File: src/rtl/fetch_queue.sv
// Instruction prefetch queue: sequential word fetches into a DEPTH-entry FIFO ahead of decode.
// Optional same-cycle empty-queue bypass to decode when FETCH_BYPASS_EN is defined.
module fetch_queue #(
    parameter int              XLEN     = 32,
    parameter int              DEPTH    = 4,
    parameter logic [XLEN-1:0] RESET_PC = '0
) (
    input  logic            i_clk,
    input  logic            i_rst,
    input  logic            i_clk_ce,
    input  logic            i_valid_i,
    input  logic [XLEN-1:0] i_data_in_i,
    output logic [XLEN-1:0] o_addr_i,
    output logic            o_rd_i,
    input  logic            i_br_en,
    input  logic [XLEN-1:0] i_br_addr,
    input  logic            i_id_ready,
    output logic            o_id_valid,
    output logic [XLEN-1:0] o_id_pc,
    output logic [XLEN-1:0] o_id_ir,
    output logic [XLEN-1:0] o_id_ret
);

    localparam int              PW  = $clog2(DEPTH);
    localparam int              CW  = PW + 1;
    localparam logic [CW-1:0]   FULL = CW'(DEPTH);
    localparam logic [XLEN-1:0] NOP = XLEN'(32'h0000_0013);

    typedef enum logic [1:0] {
        ST_RESET,
        ST_RUN,
        ST_REDIRECT
    } state_t;

    state_t          state;
    state_t          state_next;
    logic [XLEN-1:0] fetch_pc;
    logic [PW-1:0]   wr_ptr;
    logic [PW-1:0]   rd_ptr;
    logic [CW-1:0]   count;
    logic [XLEN-1:0] pc_mem [DEPTH];
    logic [XLEN-1:0] ir_mem [DEPTH];

    logic rd_en;
    logic br_take;
    logic push;
    logic pop;
    logic head_valid;
    logic bypass;
    logic write_en;
    logic br_addr_unused;

    assign br_addr_unused = ^i_br_addr[1:0];

    // A branch overrides both push and pop; a word returning in that cycle is dropped.
    always_comb begin
        rd_en      = (state == ST_RUN) && (count != FULL);
        br_take    = i_br_en && i_clk_ce;
        push       = rd_en && i_valid_i && i_clk_ce && !i_br_en;
        head_valid = (count != '0);
`ifdef FETCH_BYPASS_EN
        bypass     = push && (count == '0);
`else
        bypass     = 1'b0;
`endif
        pop        = head_valid && i_id_ready && i_clk_ce && !i_br_en;
        write_en   = push && !(bypass && i_id_ready);
    end

    always_comb begin
        state_next = state;
        if (br_take) begin
            state_next = ST_REDIRECT;
        end else if (i_clk_ce) begin
            case (state)
                ST_RESET:    state_next = ST_RUN;
                ST_RUN:      state_next = ST_RUN;
                ST_REDIRECT: state_next = ST_RUN;
                default:     state_next = ST_RESET;
            endcase
        end
    end

    always_ff @(posedge i_clk) begin
        if (i_rst) begin
            state    <= ST_RESET;
            fetch_pc <= RESET_PC;
            wr_ptr   <= '0;
            rd_ptr   <= '0;
            count    <= '0;
        end else begin
            state <= state_next;
            if (br_take) begin
                fetch_pc <= {i_br_addr[XLEN-1:2], 2'b00};
                wr_ptr   <= '0;
                rd_ptr   <= '0;
                count    <= '0;
            end else begin
                if (push) begin
                    fetch_pc <= fetch_pc + XLEN'(4);
                end
                if (write_en) begin
                    wr_ptr <= wr_ptr + PW'(1);
                end
                if (pop) begin
                    rd_ptr <= rd_ptr + PW'(1);
                end
                case ({write_en, pop})
                    2'b10:   count <= count + CW'(1);
                    2'b01:   count <= count - CW'(1);
                    default: count <= count;
                endcase
            end
        end
    end

    // Storage needs no reset: entries are only visible through count.
    always_ff @(posedge i_clk) begin
        if (write_en && !i_rst) begin
            pc_mem[wr_ptr] <= fetch_pc;
            ir_mem[wr_ptr] <= i_data_in_i;
        end
    end

    always_comb begin
        o_addr_i   = fetch_pc;
        o_rd_i     = rd_en;
        o_id_valid = head_valid || bypass;
        o_id_pc    = '0;
        o_id_ir    = NOP;
        if (head_valid) begin
            o_id_pc = pc_mem[rd_ptr];
            o_id_ir = ir_mem[rd_ptr];
        end else if (bypass) begin
            o_id_pc = fetch_pc;
            o_id_ir = i_data_in_i;
        end
        o_id_ret = o_id_pc + XLEN'(4);
    end

endmodule

File: config.mk
export PLATFORM = sky130hd
export DESIGN_NAME = fetch_queue
export DESIGN_NICKNAME = d
export VERILOG_FILES = /design/src/rtl/fetch_queue.sv
export SDC_FILE = /design/constraint.sdc
export NUM_CORES = 1
export LEC_CHECK = 0
export BUFFER_PORTS_ARGS = -buffer_cell sky130_fd_sc_hd__buf_2
export CAP_MARGIN = 5
export CORE_MARGIN = 1
export CORE_UTILIZATION = 38
export CTS_CLUSTER_DIAMETER = 80
export CTS_CLUSTER_SIZE = 30
export DETAILED_ROUTE_END_ITERATION = 8
export GPL_TIMING_DRIVEN = 1
export HOLD_SLACK_MARGIN = 0.02
export SYNTH_ARGS = -nofsm -noshare
export SYNTH_HDL_FRONTEND = slang
export SYNTH_SLANG_ARGS = --single-unit
export TNS_END_PERCENT = 10
File: constraint.sdc
create_clock -name i_clk -period 3.1 [get_ports i_clk]
set_input_delay 0.155 -clock i_clk [delete_from_list [all_inputs] [get_ports i_clk]]
set_output_delay 0.155 -clock i_clk [all_outputs]
set_load 0.05 [all_outputs]
* Yosys cells after proc, flatten, opt, wreduce, memory -nomap -nowiden *
Memory sizes are Yosys's and may differ from the RTL's. A register that Yosys moved wholly into a read port is not among the register bits.
Cells that the tools add are included.

word-level totals
  logic and storage cells = 52
  register bits = 41
  memory bits (writable) = 256
  memories = 2
  output and inout port bits = 130
  bits of input ports = 70

cells by class
  eq/ne operators = 5
  $add $sub $neg = 6
  reductions and logical operators = 18
  multiplexer cells = 14

memories
  memory  words  width  read ports  clocked after memory_dff  wr ports  line  RTL
  ir_mem  4      32     1           1                         1         42    logic [XLEN-1:0] ir_mem [DEPTH];
  pc_mem  4      32     1           1                         1         41    logic [XLEN-1:0] pc_mem [DEPTH];

operators with widths
  kind                                               number
  two-way mux 32 bit                                 4
  adder 32 x 3 -> 32 bit (second input constant)     2
  two-way mux 2 bit                                  6
  logical AND 1 bit                                  9
  case mux 3 bit (2 select lines)                    1
  nonzero test 2 bit                                 3
  adder 2 x 1 -> 2 bit (second input constant)       2
  == test 2 x 1 -> 1 bit (second input constant)     2
  == test 2 bit (second input constant)              2
  adder 3 x 1 -> 3 bit (second input constant)       1
  two-way mux 1 bit                                  3
  != test 3 bit (second input constant)              1
  nonzero test 3 bit                                 1
  OR reduction 3 bit                                 1
  subtractor 3 x 1 -> 3 bit (second input constant)  1
  logical NOT 1 bit                                  2
  logical NOT 2 bit                                  1
  OR reduction 2 bit                                 1

* Logic depth before layout (Yosys ltp) *
  depth in word-level cells = 8
  depth in mapped cells = 12
  gate-level depth less buffers = 10

* Least setup slack after synthesis *
Ideal clock, no wire load.

  kind = register to output
  from = reg count[0]
  to = out o_id_ret[26]
  required time = 2.945 ns
  arrival = 4.483 ns
  buffers on the path = 2
  path slack = -1.538 ns
  stages on the path, launching flop included = 13
  cell sequence = dfxtp_1 -> nor3_2 -> inv_1 -> clkbuf_1 -> clkbuf_1 -> nand2_1 -> inv_1 -> ha_1 -> nand4_1 -> nor4b_4 -> nand4_4 -> nand2b_1 -> xnor2_1

between the ends
  cells in the longest elaborated chain, start to end = 3

ends and longest elaborated chain
  what                    line  RTL
  from (decl)             40    logic [CW-1:0] count;
  from (signal assigned)  109   2'b10: count <= count + CW'(1);
  from (signal assigned)  110   2'b01: count <= count - CW'(1);
  from (signal assigned)  111   default: count <= count;
  nonzero test 3 bit      60    head_valid = (count != '0);
  named net o_id_valid    18    output logic o_id_valid,
  two-way mux 32 bit      131   if (head_valid) begin
  named net o_id_pc[2]    19    output logic [XLEN-1:0] o_id_pc,
  adder 32 x 3 -> 32 bit  138   o_id_ret = o_id_pc + XLEN'(4);
  to (decl)               21    output logic [XLEN-1:0] o_id_ret

The timed path passes the listed nets, and every way through them passes these cells.

==> run_results.csv <==
group,metric,value,unit
hold_path,hold_class,"in -> reg",
critical_path,crit_required,2940,ps
logic_synthesis,synthAdderAreaFrac,0.877,%
hold_path,hold_depth,4,
logic_synthesis,yosysSeqAreaShare,67.4,%
power_and_ir_drop,peakVddDrop,0.315,mV
sta,rsz0062_at_grt,"yes",
sta,final_hold_viol_count,0,
sta,setup_viol,5,
global_routing,grt-ovfl-total,0,
logic_synthesis,synthMuxAreaShare,11.9,%
critical_path,cp_max_fo,7,
layout,antenna-diode-count,0,
status,status,"complete, but fails checks",
global_routing,antenna_found_initial,0,
die,die_area,33000,um2
die,die_x,182,um
layout,syn2layout_area_growth,25.1,%
logic_synthesis,synth_most_common_cell,"edfxtp_1",
logic_synthesis,synth_top_area_share,60.7,%
sta,fin_crit,3140,ps
die,start_util,38.8,%
layout,drive_gt1_share,32.7,%
critical_path,arrival,2980,ps
power_and_ir_drop,power_density,457,nW/um2
sta,hold_ws,80.5,ps
layout,fillCellCount,2699,
routing,wl_per_cell,18.6,um
routing,drt_pass1_iterations,5,
logic_synthesis,syn-cell-area,12300,um2
routing,initialDrtViolationCount,523,
routing,vias,7413,
placement,port_buffers,191,
placement,place_congestion,0.811,
layout,nets,1129,
clocking,cts_sinks,289,
logic_synthesis,synth.area.top_cells,"edfxtp_1 61%, mux4_2 9.4%, dfxtp_1 6.7%",
logic_synthesis,synth_edf_count,248,
global_routing,grt_pass1_vias,7401,
routing,via_per_inst,5.07,
clocking,root_buffer,"clkbuf_16",
sta,slew_violations,0,
clocking,insertion_delay,520,ps
placement,dpl.hpwl,18100,um
logic_synthesis,synth_area_leader_cell,"edfxtp_1",
logic_synthesis,ys_warn_count,0,
die,io_pins,200,
job,maxCapViolations,0,
logic_synthesis,synth_seq_cells,289,
logic_synthesis,async_flop_share,0,%
clocking,clockBufferDepth,3,
power_and_ir_drop,fin_total_pwr,0.00701,W
routing,remaining_drc_errors,0,
routing,routed_wl,27200,um
die,core,31600,um2
die,die_h,182,um
logic_synthesis,synth_top_family_by_area,"multiplexers",
sta,fmax,319,MHz
global_routing,grt_use_total,16.6,%
sta,skew,24.3,ps
logic_synthesis,yosys.area_share.simple,10.7,%
critical_path,reg2regPathDepth,5,
logic_synthesis,yosysUniqueCellTypes,46,
logic_synthesis,syn_avg_cell_area,15.9,um2
critical_path,critPathKind,"reg -> out",
sta,relSlewSlack,56.6,%
sta,post-route-period-util,101,%
logic_synthesis,synth_compound_area_share,2.69,%
clocking,cts_buffers,15,
global_routing,grt_pass1_wl,42400,um
sta,setup_ws,-38.9,ps
logic_synthesis,synth-xor-area-share,4.00,%
status,violations,"negative setup slack",
clocking,clk_pin_slew,120,ps
critical_path,cp-start-kind,"flop",
logic_synthesis,synthCells,773,
sta,worst_slew_pin_slew,650,ps
global_routing,grt_max_degree,63,
logic_synthesis,synthFlopType,"edfxtp_1",
sta,finalSetupTns,-88.7,ps
critical_path,end_kind,"output port",
clocking,cts_tree,"yes",
logic_synthesis,ys_top_cells_by_count,"248 x edfxtp_1, 64 x nor2_1, 54 x and2_1, 51 x mux4_2, 41 x dfxtp_1",
clocking,htreeDepth,1,
layout,final_area,15300,um2
placement,post_dp_cell_area,14100,um2
power_and_ir_drop,p_leak,5.52,nW
die,rows,65,
routing,antenna_left,0,
==> logic make-up (layout without fill, tap and decap cells) <==
family / Yosys count / count (layout)
buffers and inverters: 62 / 344
AOI/OAI and AO/OA: 49 / 49
other: 1 / 6
and+or+nand+nor: 242 / 242
xor gates and xnor gates: 56 / 56
adders and majority gates: 8 / 8
DFF: 289 / 289
muxes: 66 / 66
==> power breakdown <==
group          internal, W  switching, W  total (W)  leakage [nW]
combinational     0.000162      0.000283   0.000445          2.71
sequential         0.00424     0.0000557    0.00430          2.58
clock             0.000966       0.00130    0.00226         0.232
==> registers in the layout (all words and copies together), names as in the netlist, named ones only <==
name      count
rd_ptr        2
ir_mem      128
pc_mem      120
state         2
o_addr_i     30
count         3
wr_ptr        2
==> cells in the final DEF (no fill, tap or decap), types with 3 or more instances in the layout <==
master	instances
mux4_2	54
nand4_1	18
nor3_1	12
buf_6	10
a311oi_1	4
and3_1	6
xnor2_1	27
buf_4	37
ha_1	6
mux2i_1	5
dlygate4sd3_1	64
mux4_1	7
clkbuf_16	15
a21oi_1	8
and2_4	5
buf_2	174
or3_1	4
xnor2_2	7
and2_1	49
nand2_1	38
conb_1	6
xor2_1	18
or2_2	4
inv_1	22
clkbuf_1	3
a211oi_1	20
nand2b_1	6
nor2_1	62
dfxtp_1	39
xor2_4	3
o21ai_0	9
buf_12	7
edfxtp_1	248
nand3_1	15
==> area by class of cell <==
| class | count | area (um2) | share of cell area (%) |
|---|---|---|---|
| Clock buffer | 18 | 387 | 2.52 |
| Clock inverter | 8 | 93.8 | 0.612 |
| Inverter | 24 | 93.8 | 0.612 |
| Multi-Input combinational cell | 427 | 3930 | 25.6 |
| Sequential cell | 289 | 8280 | 53.9 |
| Tap cell | 402 | 503 | 3.28 |
| Timing Repair Buffer | 294 | 2060 | 13.4 |
==> metal layers <==
| metal | GRT usage (%) | vias to the layer above | wire (um) |
|---|---|---|---|
| met3 | 2.33 | 20 | 1320 |
| met2 | 27.4 | 209 | 12900 |
| met1 | 23.7 | 3714 | 12600 |
| met5 | 0 | - | 0 |
| li1 | - | 3470 | - |
| met4 | 2.88 | 0 | 374 |
==> metrics by stage <==
| step | util [%] | setup slack, ps | instances |
|---|---|---|---|
| after global placement | 44.4 | 276 | 1365 |
| final | 48.5 | -38.9 | 1462 |
| after global routing | 48.5 | -230 | 1462 |
| after detailed placement | 44.4 | 258 | 1365 |
| after CTS | 48.3 | -169 | 1460 |
| after floorplan | - | -116 | 778 |
==> worst max-delay path, stage by stage, from the launching register on <==
cell,delay (ps)
dfxtp_4,400
mux4_2,410
nand2_8,60
clkinvlp_4,80
ha_4,130
nand4_1,140
nor4b_4,320
nand4_4,200
buf_6,190
nor3_4,190
xor2_4,160
buf_6,170
==> timing repair <==
| item | CTS | global route |
|---|---|---|
| resized for setup | 27 | 8 |
| hold buffers | 64 | 0 |
| buffers inserted | 5 | 2 |
| hold endpoints to repair | 159 | 0 |
| pin swaps | 10 | 5 |
| endpoints found under the setup margin | 16 | 18 |
==> worst paths after layout <==
check | startpoint | to | slack (ps)
hold / removal | i_br_en | o_addr_i[14] | 80
setup / recovery | flop | o_id_ret[28] | -40
hold reg to reg | state[1] | state[1] | 480
setup reg to reg | o_addr_i[11] | o_addr_i[23] | 510
(Power assumes the default switching activity.)
